--- config.mk ---
export PLATFORM = sky130hd
export DESIGN_NAME = master_port_flat
export DESIGN_NICKNAME = d
export VERILOG_FILES = /design/src/rtl/bus_pkg.sv /design/src/rtl/master_port_if.sv /design/src/rtl/master_port_counter.sv /design/src/rtl/master_port.sv /design/src/flat_wrapper.sv
export SDC_FILE = /design/constraint.sdc
export NUM_CORES = 1
export LEC_CHECK = 0
export CAP_MARGIN = 20
export CORE_MARGIN = 5
export CORE_UTILIZATION = 40
export CTS_CLUSTER_DIAMETER = 150
export CTS_CLUSTER_SIZE = 8
export DETAILED_ROUTE_END_ITERATION = 12
export GPL_TIMING_DRIVEN = 0
export HOLD_SLACK_MARGIN = 0.03
export PLACE_DENSITY = 0.59
export SYNTH_ARGS = -nofsm -noshare
export SYNTH_HDL_FRONTEND = slang
export SYNTH_SLANG_ARGS = --single-unit
--- constraint.sdc ---
create_clock -name CLK -period 5 [get_ports CLK]
set_clock_uncertainty 0.05 [all_clocks]
set_input_delay 1 -clock CLK [delete_from_list [all_inputs] [get_ports CLK]]
set_output_delay 1 -clock CLK [all_outputs]
set_load 0.05 [all_outputs]
--- src/rtl/bus_pkg.sv ---
// Shared types and sizing for the serial bus master port.
package bus_pkg;

    localparam int ADDR_W      = 16;
    localparam int DATA_W      = 8;
    localparam int ACK_TIMEOUT = 8;
    localparam int CNT_W       = 4;
    localparam int DATA_IDX_W  = $clog2(DATA_W);

    localparam logic [CNT_W-1:0] ADDR_LAST = CNT_W'(ADDR_W - 1);
    localparam logic [CNT_W-1:0] DATA_LAST = CNT_W'(DATA_W - 1);
    localparam logic [CNT_W-1:0] ACK_LAST  = CNT_W'(ACK_TIMEOUT - 1);

    typedef enum logic [3:0] {
        IDLE,
        SETUP,
        ADDR,
        WAIT_AACK,
        AACK_END,
        WDATA,
        WAIT_DACK,
        RDATA,
        FINISH
    } state_t;

endpackage

--- src/rtl/master_port_if.sv ---
// User-side request/response signals and serial bus signals of the master port.
interface master_port_if;
    import bus_pkg::*;

    logic              M_REQ;
    logic              M_RW;
    logic [ADDR_W-1:0] M_ADDR;
    logic [DATA_W-1:0] M_WDATA;
    logic              M_READY;
    logic              M_DONE;
    logic [DATA_W-1:0] M_RDATA;
    logic              M_ERR;
    logic              B_UTIL;
    logic              B_RW;
    logic              B_BUS_OUT;
    logic              B_ACK;
    logic              B_SBSY;
    logic              B_BUS_IN;

    modport master (
        input  M_REQ, M_RW, M_ADDR, M_WDATA, B_ACK, B_SBSY, B_BUS_IN,
        output M_READY, M_DONE, M_RDATA, M_ERR, B_UTIL, B_RW, B_BUS_OUT
    );

    modport slave (
        output M_REQ, M_RW, M_ADDR, M_WDATA, B_ACK, B_SBSY, B_BUS_IN,
        input  M_READY, M_DONE, M_RDATA, M_ERR, B_UTIL, B_RW, B_BUS_OUT
    );

endinterface

--- src/rtl/master_port_counter.sv ---
// Shared bit/timeout counter: synchronous clear (rst) has priority over incr.
module master_port_counter #(
    parameter int WIDTH = 4
) (
    input  logic             clk,
    input  logic             rst_n,
    input  logic             rst,
    input  logic             incr,
    output logic [WIDTH-1:0] count,
    output logic [WIDTH-1:0] count_next
);

    logic [WIDTH-1:0] count_q;
    logic [WIDTH-1:0] count_d;

    always_comb begin
        count_d = count_q;
        if (rst) begin
            count_d = '0;
        end else if (incr) begin
            count_d = count_q + WIDTH'(1);
        end
    end

    always_ff @(posedge clk) begin
        if (!rst_n) begin
            count_q <= '0;
        end else begin
            count_q <= count_d;
        end
    end

    assign count      = count_q;
    assign count_next = count_d;

endmodule

--- src/rtl/master_port.sv ---
// Serial bus master: shifts address/write data out LSB first, handles ack
// handshakes with timeout, and shifts read data in. All outputs are registered.
module master_port
    import bus_pkg::*;
(
    input  logic          CLK,
    input  logic          RSTN,
    master_port_if.master bus
);

    state_t            state_q, state_d;
    logic              rw_q, rw_d;
    logic [ADDR_W-1:0] addr_q, addr_d;
    logic [DATA_W-1:0] wdata_q, wdata_d;
    logic              err_q, err_d;
    logic              dack_seen_q, dack_seen_d;
    logic [DATA_W-1:0] shift_q, shift_d;
    logic [DATA_W-1:0] rdata_q, rdata_d;

    logic              m_ready_q, m_ready_d;
    logic              m_done_q, m_done_d;
    logic              m_err_q, m_err_d;
    logic              b_util_q, b_util_d;
    logic              b_rw_q, b_rw_d;
    logic              b_bus_out_q, b_bus_out_d;

    logic              cnt_rst;
    logic              cnt_incr;
    logic [CNT_W-1:0]  cnt;
    logic [CNT_W-1:0]  cnt_next;

    master_port_counter #(
        .WIDTH (CNT_W)
    ) u_counter (
        .clk        (CLK),
        .rst_n      (RSTN),
        .rst        (cnt_rst),
        .incr       (cnt_incr),
        .count      (cnt),
        .count_next (cnt_next)
    );

    always_comb begin
        state_d     = state_q;
        rw_d        = rw_q;
        addr_d      = addr_q;
        wdata_d     = wdata_q;
        err_d       = err_q;
        dack_seen_d = dack_seen_q;
        shift_d     = shift_q;
        rdata_d     = rdata_q;
        cnt_rst     = 1'b0;
        cnt_incr    = 1'b0;

        case (state_q)
            IDLE: begin
                if (m_ready_q && bus.M_REQ && !bus.B_SBSY) begin
                    rw_d    = bus.M_RW;
                    addr_d  = bus.M_ADDR;
                    wdata_d = bus.M_WDATA;
                    err_d   = 1'b0;
                    cnt_rst = 1'b1;
                    state_d = SETUP;
                end
            end
            SETUP: begin
                cnt_rst = 1'b1;
                state_d = ADDR;
            end
            ADDR: begin
                if (cnt == ADDR_LAST) begin
                    cnt_rst = 1'b1;
                    state_d = WAIT_AACK;
                end else begin
                    cnt_incr = 1'b1;
                end
            end
            WAIT_AACK: begin
                if (bus.B_ACK) begin
                    cnt_rst = 1'b1;
                    state_d = AACK_END;
                end else if (cnt == ACK_LAST) begin
                    err_d   = 1'b1;
                    state_d = FINISH;
                end else begin
                    cnt_incr = 1'b1;
                end
            end
            AACK_END: begin
                if (!bus.B_ACK) begin
                    cnt_rst = 1'b1;
                    state_d = rw_q ? WDATA : RDATA;
                end
            end
            WDATA: begin
                if (cnt == DATA_LAST) begin
                    cnt_rst     = 1'b1;
                    dack_seen_d = 1'b0;
                    state_d     = WAIT_DACK;
                end else begin
                    cnt_incr = 1'b1;
                end
            end
            // Timeout only guards the rising ack; once seen, wait for it to drop.
            WAIT_DACK: begin
                if (dack_seen_q) begin
                    if (!bus.B_ACK) begin
                        state_d = FINISH;
                    end
                end else if (bus.B_ACK) begin
                    dack_seen_d = 1'b1;
                end else if (cnt == ACK_LAST) begin
                    err_d   = 1'b1;
                    state_d = FINISH;
                end else begin
                    cnt_incr = 1'b1;
                end
            end
            RDATA: begin
                shift_d[cnt[DATA_IDX_W-1:0]] = bus.B_BUS_IN;
                if (cnt == DATA_LAST) begin
                    rdata_d = shift_d;
                    state_d = FINISH;
                end else begin
                    cnt_incr = 1'b1;
                end
            end
            FINISH: begin
                err_d       = 1'b0;
                dack_seen_d = 1'b0;
                state_d     = IDLE;
            end
            default: begin
                state_d = IDLE;
            end
        endcase
    end

    // Outputs are decoded from the next state so they line up with state_q.
    always_comb begin
        m_ready_d   = (state_d == IDLE);
        m_done_d    = (state_d == FINISH);
        m_err_d     = (state_d == FINISH) && err_d;
        b_util_d    = !(state_d inside {IDLE, FINISH});
        b_rw_d      = b_util_d && rw_d;
        b_bus_out_d = 1'b0;
        case (state_d)
            ADDR:    b_bus_out_d = addr_d[cnt_next];
            WDATA:   b_bus_out_d = wdata_d[cnt_next[DATA_IDX_W-1:0]];
            default: b_bus_out_d = 1'b0;
        endcase
    end

    always_ff @(posedge CLK) begin
        if (!RSTN) begin
            state_q     <= IDLE;
            rw_q        <= 1'b0;
            addr_q      <= '0;
            wdata_q     <= '0;
            err_q       <= 1'b0;
            dack_seen_q <= 1'b0;
            shift_q     <= '0;
            rdata_q     <= '0;
            m_ready_q   <= 1'b0;
            m_done_q    <= 1'b0;
            m_err_q     <= 1'b0;
            b_util_q    <= 1'b0;
            b_rw_q      <= 1'b0;
            b_bus_out_q <= 1'b0;
        end else begin
            state_q     <= state_d;
            rw_q        <= rw_d;
            addr_q      <= addr_d;
            wdata_q     <= wdata_d;
            err_q       <= err_d;
            dack_seen_q <= dack_seen_d;
            shift_q     <= shift_d;
            rdata_q     <= rdata_d;
            m_ready_q   <= m_ready_d;
            m_done_q    <= m_done_d;
            m_err_q     <= m_err_d;
            b_util_q    <= b_util_d;
            b_rw_q      <= b_rw_d;
            b_bus_out_q <= b_bus_out_d;
        end
    end

    assign bus.M_READY   = m_ready_q;
    assign bus.M_DONE    = m_done_q;
    assign bus.M_ERR     = m_err_q;
    assign bus.M_RDATA   = rdata_q;
    assign bus.B_UTIL    = b_util_q;
    assign bus.B_RW      = b_rw_q;
    assign bus.B_BUS_OUT = b_bus_out_q;

endmodule
--- src/flat_wrapper.sv ---
// flat-port wrapper written by rule: the top's interface ports become plain ports
module master_port_flat import bus_pkg::*;
  (CLK, RSTN, bus_M_REQ, bus_M_RW, bus_M_ADDR, bus_M_WDATA, bus_B_ACK, bus_B_SBSY, bus_B_BUS_IN, bus_M_READY, bus_M_DONE, bus_M_RDATA, bus_M_ERR, bus_B_UTIL, bus_B_RW, bus_B_BUS_OUT);
  master_port_if bus_i ();
  input  logic CLK;
  input  logic RSTN;
  input wire logic [$bits(bus_i.M_REQ)-1:0] bus_M_REQ;
  input wire logic [$bits(bus_i.M_RW)-1:0] bus_M_RW;
  input wire logic [$bits(bus_i.M_ADDR)-1:0] bus_M_ADDR;
  input wire logic [$bits(bus_i.M_WDATA)-1:0] bus_M_WDATA;
  input wire logic [$bits(bus_i.B_ACK)-1:0] bus_B_ACK;
  input wire logic [$bits(bus_i.B_SBSY)-1:0] bus_B_SBSY;
  input wire logic [$bits(bus_i.B_BUS_IN)-1:0] bus_B_BUS_IN;
  output wire logic [$bits(bus_i.M_READY)-1:0] bus_M_READY;
  output wire logic [$bits(bus_i.M_DONE)-1:0] bus_M_DONE;
  output wire logic [$bits(bus_i.M_RDATA)-1:0] bus_M_RDATA;
  output wire logic [$bits(bus_i.M_ERR)-1:0] bus_M_ERR;
  output wire logic [$bits(bus_i.B_UTIL)-1:0] bus_B_UTIL;
  output wire logic [$bits(bus_i.B_RW)-1:0] bus_B_RW;
  output wire logic [$bits(bus_i.B_BUS_OUT)-1:0] bus_B_BUS_OUT;
  assign bus_i.M_REQ = bus_M_REQ;
  assign bus_i.M_RW = bus_M_RW;
  assign bus_i.M_ADDR = bus_M_ADDR;
  assign bus_i.M_WDATA = bus_M_WDATA;
  assign bus_i.B_ACK = bus_B_ACK;
  assign bus_i.B_SBSY = bus_B_SBSY;
  assign bus_i.B_BUS_IN = bus_B_BUS_IN;
  assign bus_M_READY = bus_i.M_READY;
  assign bus_M_DONE = bus_i.M_DONE;
  assign bus_M_RDATA = bus_i.M_RDATA;
  assign bus_M_ERR = bus_i.M_ERR;
  assign bus_B_UTIL = bus_i.B_UTIL;
  assign bus_B_RW = bus_i.B_RW;
  assign bus_B_BUS_OUT = bus_i.B_BUS_OUT;
  master_port u_core (.CLK(CLK), .RSTN(RSTN), .bus(bus_i));
endmodule
==> impl_metrics.tcl, run 1 <==
set metrics [dict create \
    dp_slack_ns 1.77 \
    status "complete, no violations" \
    rr_endpoint "u_core.bus.B_BUS_OUT" \
    netlist_instances 374 \
    antenna_found_initial 0 \
    timing.final.ws_setup_ns 2.11 \
    gp_congestion 0.801 \
    ys_seq_area_share_pct 39.1 \
    cts_tree "built" \
    die_w_um 95.4 \
    via_per_inst 5.24 \
    cp_data_required_time_ns 5.16 \
    finalSetupViolations 0 \
    crit_type "in -> reg" \
    drive_above_1_share_pct 8.56 \
    drc 0 \
    path_cells "clkbuf_1, nor2b_1, o2111ai_1, nand3_1, and2_1, buf_2, mux2i_1, nor2_1, nor3_1, o211ai_2" \
    yosys-top-cells-area "dfxtp_1 39%, nand2_1 9.9%, a21oi_1 6.5%" \
    die_area_um2 9110 \
    clk_pin_slew_ns 0.06 \
    cts_max_path_buffers 2 \
    synth_nets 406 \
    finalSetupTns_ns 0 \
    r2r_cells 8 \
    slew_headroom_pct 58.4 \
    synth-seq-cells 57 \
    cts_setup_buffers 0 \
    slew_viol_final 0 \
    switchingPower_uw 249 \
    cts_buffers 9 \
    drt_iter0_drc 127 \
    dpl.hpwl_mm 5.33 \
    cts_resized 0 \
    whs_endpoint "u_core.addr_q[10]" \
    reg2reg_from "u_core.u_counter.count[1]" \
    grt_usage_pct 17.4 \
    worstHoldStart "u_core.addr_q[10]" \
    cts_sinks 57 \
    fp.dieH_um 95.4 \
    ant_nets 0 \
    synth-async-reset-ratio_pct 0 \
    cp_max_fo 8 \
    grt_pass1_vias 2528 \
    p_comb_share_pct 9.5 \
    maxCapViolCount 0 \
    period_needed_ns 2.89 \
    start_util_pct 40.7 \
    yosys.area.top_type "dfxtp_1" \
    crit_start "bus_B_ACK" \
    slowest_delay_ns 0.30 \
    grt.overflow.total 0 \
    synth_edf_count 0 \
    first_pass_iters 4 \
    crit_path_start_kind "primary input" \
    syn_area_um2 2920 \
    ctsHoldBuffers 0 \
    layout_worst_path_cycle_share_pct 57.8 \
    place_inst 515 \
    switching_share_pct 24.6 \
    fin_cells 531 \
    p_seq_share_pct 46.2 \
    fillers 701 \
    hold_path.class "reg -> reg" \
    h-tree-depth 3 \
    p_int_uw 764 \
    worstSkewPairLatency_ns 0.33 \
    ioPinCount 45 \
    ys.flop_type "dfxtp_1" \
    syn2layout_area_growth_pct 25.7 \
    postSynthAreaPerCell_um2 7.80 \
    stdcell_area_um2 3670 \
    yosysUniqueCellTypes 60 \
    rsz0062_at_grt "false" \
    max_freq_ghz 0.346 \
    final_common_cell "nand2_1" \
    grt_pass1_wl_mm 12.2 \
    cpLargestDelayFamily "simple AND/OR/NAND/NOR gates" \
    whs_ns 0.404 \
    grt_start_max_net_pins 11 \
    vias 2784 \
    r2r_slack_ns 2.22 \
    layout_common_cells "77 x nand2_1, 57 x dfxtp_1, 42 x clkdlybuf4s50_1" \
    route.detailed.wl_per_inst_um 13.8 \
    fin_nets 459 \
    row_count 31 \
    crit_arrival_ns 3.05 \
    antenna_cells 0 \
    end_kind "flip-flop" \
    root_buffer "clkbuf_8" \
    path_buf_inv 2 \
    placed_cell_area_um2 3460 \
    ys_warn_count 0 \
    p_leak_uw 0.00123 \
    worst_slew_pin_slew_ns 0.624 \
    min_path_cells 2 \
    wl_mm 7.33 \
    clockPowerShare_pct 44.2 \
    io_buffers 42 \
    synth_top_area_share_pct 39.1 \
    coreArea_um2 7180 \
    irDropWorstVdd_uv 126 \
    worst_path_max_delay_cell "nand3_1" \
    hold_violations 0 \
    power_density_nw_per_um2 276 \
]
## worst max-delay path by stage
stage | to | cells past startpoint
2_1_floorplan | u_core.bus.B_BUS_OUT | 10
4_1_cts | u_core.bus.B_BUS_OUT | 10
5_1_grt | u_core.bus.B_BUS_OUT | 10
3_3_place_gp | u_core.bus.B_BUS_OUT | 9
3_5_place_dp | u_core.bus.B_BUS_OUT | 10
6_report | u_core.bus.B_BUS_OUT | 10
## power groups by stage
stage / Clock, uW / Combinational, uW / Sequential (uW)
2_1_floorplan: 0 / 50.8 / 482
3_3_place_gp: 0 / 96.4 / 479
3_5_place_dp: 0 / 96.6 / 479
4_1_cts: 456 / 97.1 / 468
5_1_grt: 481 / 105 / 469
6_report: 448 / 96.7 / 469
## stage by stage
stage	total power (uW)	util [%]
floorplan	533	-
global placement	575	48.3
detailed placement	575	48.3
CTS	1020	51.1
global route	1060	51.1
finish	1010	51.1
## layout make-up
| cell class | instances | area (um^2) | area share, % |
|---|---|---|---|
| multi-input combinational | 282 | 1640 | 44.6 |
| sequential | 57 | 1140 | 31.1 |
| timing repair buffer | 42 | 420 | 11.5 |
| clock buffer | 12 | 155 | 4.23 |
| tap | 99 | 124 | 3.38 |
| buffer | 26 | 106 | 2.90 |
| clock inverter | 4 | 51.3 | 1.40 |
| inverter | 9 | 33.8 | 0.921 |
## cells in the mapped netlist, drive strengths merged, types with 3 or more instances
library cell / instances
nand3: 16
o21ai: 13
and3: 5
a22oi: 4
a31oi: 3
a211oi: 4
nor3: 11
inv: 7
nand3b: 3
o2111ai: 3
a311oi: 5
o211ai: 5
a21oi: 38
nor2b: 5
buf: 7
or3: 3
mux2i: 15
dfxtp: 57
nand2b: 3
clkbuf: 19
nand2: 77
nor2: 34
o221ai: 3
## cell families (layout without fill, tap and decap cells)
logic type,Yosys count,count (layout),synth area share (%)
AND/OR/NAND/NOR,169,169,27.6
AO/OA/AOI/OAI,94,94,21.8
flip-flops,57,57,39.1
buffers and inverters,35,93,4.80
multiplexers,16,16,5.66
adder cells (fa/ha/maj),2,2,0.771
XOR/XNOR,1,1,0.300
## registers in the layout (all words and copies together) (netlist names)
name                    count
u_core.addr_q              16
u_core.bus.B_BUS_OUT        1
u_core.bus.B_RW             1
u_core.bus.B_UTIL           1
u_core.bus.M_DONE           1
u_core.bus.M_ERR            1
u_core.bus.M_RDATA          8
u_core.bus.M_READY          1
u_core.dack_seen_q          1
u_core.err_q                1
u_core.rw_q                 1
u_core.shift_q              8
u_core.state_q              4
u_core.u_counter.count      4
u_core.wdata_q              8
## layer usage
| metal | wire length (um) | track usage [%] | share of wire (%) |
|---|---|---|---|
| met1 | 3610 | 23.0 | 49 |
| met2 | 3330 | 27.7 | 45 |
| met3 | 280 | 4.10 | 3.8 |
| met4 | 113 | 6.04 | 1.5 |
| met5 | 0 | 0 | 0 |
## tightest hold or removal path, cell delays in order (launching register included)
cell and delay [ns]:
dfxtp_1 0.31, nand2_1 0.05, a21oi_1 0.05
Power figures use the tool's default switching activity.
==> run 2, diff against run 1 <==
PLACE_DENSITY = 0.62   (was 0.59)
clock period = 2.5 ns   (was 5 ns; I/O delays follow)
==> run 2 against run 1 <==
Net effect: via count is 1.1% lower; utilization is 1.6 points higher; register-to-register slack worse by 2.1 ns; clock power is 100% higher; largest cell class unchanged; highest routed layer unchanged; cell count is 0.56% higher; non-clock buffer count is 3 higher.
==> impl_metrics.tcl, run 2 (synthesis gave the netlist of run 1 again) <==
set metrics [dict create \
    first_pass_iters 4 \
    ioPinCount 45 \
    finalSetupViolations 0 \
    dpl.hpwl_mm 5.38 \
    worst_slew_pin_slew_ns 0.592 \
    worstSkewPairLatency_ns 0.34 \
    route.detailed.wl_per_inst_um 13.9 \
    grt_pass1_wl_mm 12.5 \
    gr-max-usage-layer "met2" \
    end_kind "flip-flop" \
    h-tree-depth 3 \
    largest-register "u_core.addr_q" \
    syn2layout_area_growth_pct 29.7 \
    p_int_uw 1560 \
    cp_data_required_time_ns 2.66 \
    antenna_cells 0 \
    io_buffers 42 \
    start_util_pct 40.7 \
    rr_endpoint "u_core.bus.B_BUS_OUT" \
    hold_path.class "reg -> reg" \
    wl_mm 7.44 \
    power_density_nw_per_um2 538 \
    finalSetupTns_ns 0 \
    period_needed_ns 2.40 \
    cts_tree "built" \
    whs_ns 0.405 \
    min_path_cells 2 \
    r2r_cells 10 \
    clk_pin_slew_ns 0.06 \
    largest_reg_flops 16 \
    drive_above_1_share_pct 12.0 \
    drt_iter0_drc 102 \
    layout_common_cells "77 x nand2_1, 55 x dfxtp_1, 42 x clkdlybuf4s50_1" \
    slew_viol_final 0 \
    root_buffer "clkbuf_8" \
    path_buf_inv 1 \
    use_met1_pct 23.7 \
    rsz0062_at_grt "true" \
    coreArea_um2 7180 \
    worst_path_max_delay_cell "dfxtp_2" \
    die_area_um2 9110 \
    via_per_inst 5.16 \
    crit_arrival_ns 2.57 \
    slew_headroom_pct 60.5 \
    row_count 31 \
    cts_buffers 9 \
    cp_max_fo 8 \
    switchingPower_uw 478 \
    use_met2_pct 26.8 \
    clockPowerShare_pct 44.2 \
    final_common_cell "nand2_1" \
    worstHoldStart "u_core.wdata_q[5]" \
    slowest_delay_ns 0.42 \
    crit_path_start_kind "flip-flop" \
    cts_sinks 57 \
    grt_start_max_net_pins 11 \
    reg2reg_from "u_core.u_counter.count[1]" \
    fin_nets 462 \
    p_seq_share_pct 46.1 \
    p_comb_share_pct 9.7 \
    whs_endpoint "u_core.wdata_q[5]" \
    vias 2754 \
    crit_type "reg -> reg" \
    grt_pass1_vias 2650 \
    place_inst 515 \
    p_leak_uw 0.00131 \
    ant_nets 0 \
    die_w_um 95.4 \
    irDropWorstVdd_uv 294 \
    dp_slack_ns -0.240 \
    cp_num_cells 10 \
    layout_worst_path_cycle_share_pct 96.1 \
    cts_max_path_buffers 2 \
    status "complete, no violations" \
    grt.overflow.total 0 \
    maxCapViolCount 0 \
    gp_congestion 0.867 \
    max_freq_ghz 0.416 \
    ctsHoldBuffers 0 \
    switching_share_pct 23.5 \
    antenna_found_initial 0 \
    path_cells "ha_4, nand3_1, a22o_2, o21ai_4, and2_1, buf_2, mux2i_1, nor2_1, nor3_1, o211ai_2" \
    use_met3_pct 4.58 \
    hold_violations 0 \
    cpLargestDelayFamily "compound AO/OA/AOI/OAI gates" \
    grt_usage_pct 17.4 \
    fp.dieH_um 95.4 \
    timing.final.ws_setup_ns 0.0971 \
    drc 0 \
    fin_cells 534 \
    r2r_slack_ns 0.1 \
]
run 2: worst register-to-register path: stages (launching register included):
cell and delay (ns):
dfxtp_2 0.42, ha_4 0.21, nand3_1 0.12, a22o_2 0.34, o21ai_4 0.20, and2_1 0.15
buf_2 0.18, mux2i_1 0.21, nor2_1 0.05, nor3_1 0.23, o211ai_2 0.12
run 2: final cells by class:
cell class / instances / area (um^2)
multi-input combinational: 282 / 1720
clock inverter: 2 / 35.0
sequential: 57 / 1140
clock buffer: 14 / 173
buffer: 26 / 111
inverter: 9 / 37.5
timing repair buffer: 45 / 443
tap: 99 / 124
fill: 706 / 3390
run 2: layer usage:
layer	part of all wire, %	vias up	routed length [um]
met1	50	1263	3700
met4	1.1	0	82
met5	0	-	0
met2	46	43	3410
li1	-	1440	-
met3	3.5	8	257
run 2: repair_timing:
action                     in CTS  in global routing
hold endpoints to repair        0                  0
setup endpoints to repair       2                  4
setup buffers                   1                  2
pin swaps                       0                  2
gates resized for setup         7                 14
run 2: stage by stage:
stage	total power, uW	util (%)	instance area (um^2)
after floorplan	1070	-	2920
after global placement	1150	48.3	3460
after detailed placement	1150	48.3	3460
after CTS	2050	51.8	3720
after global routing	2120	52.7	3780
final	2040	52.7	3780
run 2: power groups by stage:
stage,Clock [uW],Combinational (uW),Sequential (uW)
after floorplan,0,102,965
after global routing,961,215,940
final,900,197,939
after CTS,922,194,938
after detailed placement,0,193,958
after global placement,0,191,957
run 2: worst max path at each step:
stage / slack [ns] / endpoint / startpoint
after floorplan: 0.20 / u_core.bus.B_BUS_OUT / u_core.u_counter.count[1]
after global placement: -0.26 / u_core.bus.B_BUS_OUT / u_core.u_counter.count[1]
after detailed placement: -0.24 / u_core.bus.B_BUS_OUT / u_core.u_counter.count[1]
after CTS: 0.04 / u_core.bus.B_BUS_OUT / u_core.state_q[3]
after global routing: -0.0008 / u_core.bus.B_BUS_OUT / u_core.u_counter.count[0]
final: 0.1 / u_core.bus.B_BUS_OUT / u_core.u_counter.count[1]
